File: config.mk
export PLATFORM = sky130hd
export DESIGN_NAME = fetch_queue
export DESIGN_NICKNAME = d
export VERILOG_FILES = /design/src/rtl/fetch_queue.sv
export SDC_FILE = /design/constraint.sdc
export NUM_CORES = 1
export LEC_CHECK = 0
export BUFFER_PORTS_ARGS = -buffer_cell sky130_fd_sc_hd__buf_2
export CAP_MARGIN = 20
export CORE_AREA = 8 8 152 154
export CTS_CLUSTER_SIZE = 40
export DETAILED_ROUTE_END_ITERATION = 6
export DIE_AREA = 0 0 160 162
export GPL_ROUTABILITY_DRIVEN = 0
export GPL_TIMING_DRIVEN = 0
export PLACE_DENSITY = 0.74
export SYNTH_ARGS = -nofsm -noshare
export SYNTH_HDL_FRONTEND = slang
export SYNTH_SLANG_ARGS = --single-unit
File: constraint.sdc
create_clock -name clk -period 3.2 [get_ports clk]
set_clock_uncertainty 0.15 [all_clocks]
set_input_delay 0.8 -clock clk [delete_from_list [all_inputs] [get_ports clk]]
set_output_delay 0.8 -clock clk [all_outputs]
set_load 0.02 [all_outputs]
File: src/rtl/fetch_queue.sv
// Fetch-to-issue instruction queue: circular buffer, entry visible one cycle after enqueue, no bypass.
// Backpressure: full (registered count == DEPTH) stalls fetch; head advances only when deq_ready is high.
module fetch_queue #(
  parameter int DEPTH = 4,
  parameter int CW    = 3
) (
  input  logic          clk,
  input  logic          reset,
  input  logic          flush,
  input  logic          enq_valid,
  input  logic [31:0]   enq_instr,
  input  logic [31:0]   enq_pc,
  input  logic          enq_pred,
  output logic          full,
  input  logic          deq_ready,
  output logic          deq_valid,
  output logic [31:0]   deq_instr,
  output logic [31:0]   deq_pc,
  output logic          deq_pred,
  output logic [CW-1:0] count
);

  localparam int PW = $clog2(DEPTH);

  typedef struct packed {
    logic [31:0] instr;
    logic [31:0] pc;
    logic        pred;
  } entry_t;

  entry_t          mem_q [DEPTH];
  logic [PW-1:0]   head_q, head_d;
  logic [PW-1:0]   tail_q, tail_d;
  logic [CW-1:0]   count_q, count_d;
  logic            enq_fire, deq_fire;
  entry_t          head_ent;

  assign full      = (count_q == CW'(DEPTH));
  assign deq_valid = (count_q != '0);
  assign count     = count_q;

  assign enq_fire = enq_valid && !full && !flush;
  assign deq_fire = deq_valid && deq_ready && !flush;

  // Stale storage is never exposed: outputs are zeroed whenever the queue is empty.
  assign head_ent  = mem_q[head_q];
  assign deq_instr = deq_valid ? head_ent.instr : 32'h0;
  assign deq_pc    = deq_valid ? head_ent.pc    : 32'h0;
  assign deq_pred  = deq_valid ? head_ent.pred  : 1'b0;

  always_comb begin
    head_d  = head_q;
    tail_d  = tail_q;
    count_d = count_q;
    if (flush) begin
      head_d  = '0;
      tail_d  = '0;
      count_d = '0;
    end else begin
      if (enq_fire) tail_d = tail_q + PW'(1);
      if (deq_fire) head_d = head_q + PW'(1);
      if (enq_fire && !deq_fire)      count_d = count_q + CW'(1);
      else if (deq_fire && !enq_fire) count_d = count_q - CW'(1);
    end
  end

  always_ff @(posedge clk) begin
    if (!reset) begin
      head_q  <= '0;
      tail_q  <= '0;
      count_q <= '0;
    end else begin
      head_q  <= head_d;
      tail_q  <= tail_d;
      count_q <= count_d;
    end
  end

  always_ff @(posedge clk) begin
    if (reset && enq_fire) begin
      mem_q[tail_q] <= '{instr: enq_instr, pc: enq_pc, pred: enq_pred};
    end
  end

endmodule

==> results_dict.tcl <==
set metrics [dict create \
    setup.worst_path.end_class "primary output" \
    hold_ws_ps 349 \
    postCtsHoldBufs 0 \
    r2r_slack_ps 560 \
    grt_pass1_vias 5494 \
    start_util 0.498 \
    start_kind "flop" \
    switchingPower_w 0.00149 \
    yosys_warnings 0 \
    synth.net_count 539 \
    setup_viol_count_final 0 \
    cp_data_required_time_ps 2250 \
    insertion_delay_ps 510 \
    rsz0062_at_grt "yes" \
    synth_top_area_share 0.758 \
    place.port_buffers 139 \
    cts_resized 8 \
    r2r_cells 9 \
    drive_gt1_frac 0.414 \
    pwr-share-clk 0.407 \
    cp_slowest_cell "or3_4" \
    power.total_w 0.00736 \
    setup_slack_ps 112 \
    num-fill-cells 1560 \
    clk_pin_slew_ps 60 \
    antenna_found_initial 2 \
    die_h_um 162 \
    ys_types 26 \
    grt_pass1_wl_mm 30.7 \
    crit_path_max_fanout 10 \
    synth_edf_count 260 \
    critPathCapture "deq_pc[14]" \
    grt_overflow_total 0 \
    hold_path.class "in -> reg" \
    cts-htree-levels 1 \
    cts_setup_buffers 0 \
    max_freq_mhz 324 \
    swShare 0.202 \
    dieArea_um2 25900 \
    p_int_w 0.00587 \
    synth_top_flop_cell "edfxtp_1" \
    fin_crit_ps 3090 \
    utilization 0.596 \
    p_leak_nw 4.29 \
    comb_power_share 0.062 \
    placedCellCount 881 \
    tightest_slew_ps 643 \
    drc 0 \
    dp_slack_ps 172 \
    numCtsBuffers 26 \
    cts_tree "built" \
    post_drt_via_cell_ratio 5.29 \
    fin_crit_sh 0.965 \
    r2r_start "count[1]" \
    grt_start_max_net_pins 46 \
    async_reset_ff_frac 0 \
    clock-sinks 269 \
    area_delta_synth_final_pct 19.8 \
    syn_inst 463 \
    status "finished clean" \
    startpoint "count[1]" \
    r2r-end "count[2]" \
    stdcell_count 930 \
    cts.path.max_buffers 3 \
    crit_chain "or3_4 > clkbuf_4 > clkbuf_2 > and2_1 > buf_2" \
    root_buffer "clkbuf_16" \
    syn_avg_cell_area_um2 22.2 \
    drt_first_pass_iters 4 \
    path_delay_family "simple AND/OR/NAND/NOR gates" \
    postRouteWirelength_mm 19.6 \
    synth_area_leaders "edfxtp_1, mux4_2, and2_1, dfxtp_1, buf_6" \
    ant_nets 0 \
    worstSetupPathType "reg -> out" \
    wl_per_cell_um 21.1 \
    drt_iter0_markers 250 \
    final_hold_viol_count 0 \
    vias 4918 \
    dieWidth_um 160 \
    arrival_ps 2140 \
    relSlewSlack 0.571 \
    yosysTopAreaCell "edfxtp_1" \
    synthesis.area_um2 10300 \
    peakVddDrop_mv 0.392 \
    maxCapViolCount 0 \
    hpwl_mm 12.6 \
    layout_common_cells "edfxtp_1, buf_2, mux4_2, and2_1, clkbuf_16" \
    rows 53 \
    cp_num_buf_inv 3 \
    final_common_cell "edfxtp_1" \
    crit_cells 5 \
    core_area_um2 20700 \
    num_io_pins 140 \
    synth-seq-area-share 0.776 \
    cpPeakStageDelay_ps 450 \
    grtUsageTotal 0.152 \
    power_frac_seq 0.531 \
    synth_seq_cells 269 \
    pwr_density_cell_nw_per_um2 596 \
    drv_slew 0 \
    nets 710 \
]
registers in the layout (all words and copies together), names as in the netlist, named ones only:
| signal | flops |
|---|---|
| mem_q | 260 |
| count | 3 |
| head_q | 2 |
| tail_q | 2 |
power groups by stage:
stage          logic (W)  clock network (W)  registers (W)
2_1_floorplan   0.000252                  0        0.00398
5_1_grt         0.000497            0.00319        0.00391
3_3_place_gp    0.000437                  0        0.00398
6_report        0.000455            0.00299        0.00391
4_1_cts         0.000465            0.00307        0.00391
3_5_place_dp    0.000459                  0        0.00398
cells by family (layout without fill, tap and decap cells):
family,after synthesis,count (layout),share of synthesized area
compound gates,8,8,0.00498
fa+ha+maj,6,6,0.00802
xor+xnor,4,4,0.00340
flops,269,269,0.776
buf+inv,27,218,0.0151
other cells,0,1,0
simple gates,83,83,0.0495
mux,66,66,0.143
through the flow:
step	instance area [um2]	setup TNS (ps)
global placement	11300	-64370
detailed placement	11500	0
finish	12300	0
floorplan	10300	0
global route	12300	-19.5
CTS	12300	0
Yosys cell counts (all sizes together) (2+ instances only):
cell type and number:
or3 2, mux4 65, nand3 2, a21oi 3, inv 4, nor2 5
buf 13, xor2 4, and2 66, clkbuf 10, a21o 2, edfxtp 260
and3 4, ha 5, dfxtp 9
worst min-delay path by stage:
| stage | from | to | slack (ps) | cells past startpoint |
|---|---|---|---|---|
| after floorplan | head_q[1] | flop | 330 | 2 |
| after global placement | head_q[0] | head_q[0] | 360 | 2 |
| after detailed placement | head_q[1] | flop | 370 | 2 |
| after CTS | enq_instr[4] | mem_q[1][37] | 330 | 1 |
| after global routing | enq_instr[13] | mem_q[0][46] | 330 | 1 |
| final | enq_instr[4] | mem_q[1][37] | 350 | 1 |
layer usage:
| metal | part of all wire | global-route usage | up-vias |
|---|---|---|---|
| met3 | 0.060 | 0.0349 | 33 |
| met2 | 0.51 | 0.268 | 132 |
| met1 | 0.41 | 0.186 | 2529 |
| met4 | 0.019 | 0.0370 | 4 |
| li1 | - | - | 2220 |
| met5 | 0.0011 | 0 | - |
layout make-up:
| cell class | instances | area (um2) | share of cell area |
|---|---|---|---|
| diodes | 1 | 2.50 | 0.000203 |
| plain buffers | 23 | 154 | 0.0125 |
| clock buffers | 35 | 706 | 0.0572 |
| clock inverters | 13 | 144 | 0.0117 |
| inverters | 4 | 15.0 | 0.00122 |
| multi-input cells | 167 | 2180 | 0.176 |
| flip-flops and latches | 269 | 7990 | 0.648 |
| well taps | 275 | 344 | 0.0279 |
| repair buffers | 143 | 806 | 0.0653 |
Note: power is estimated with default switching activity, not from simulation.
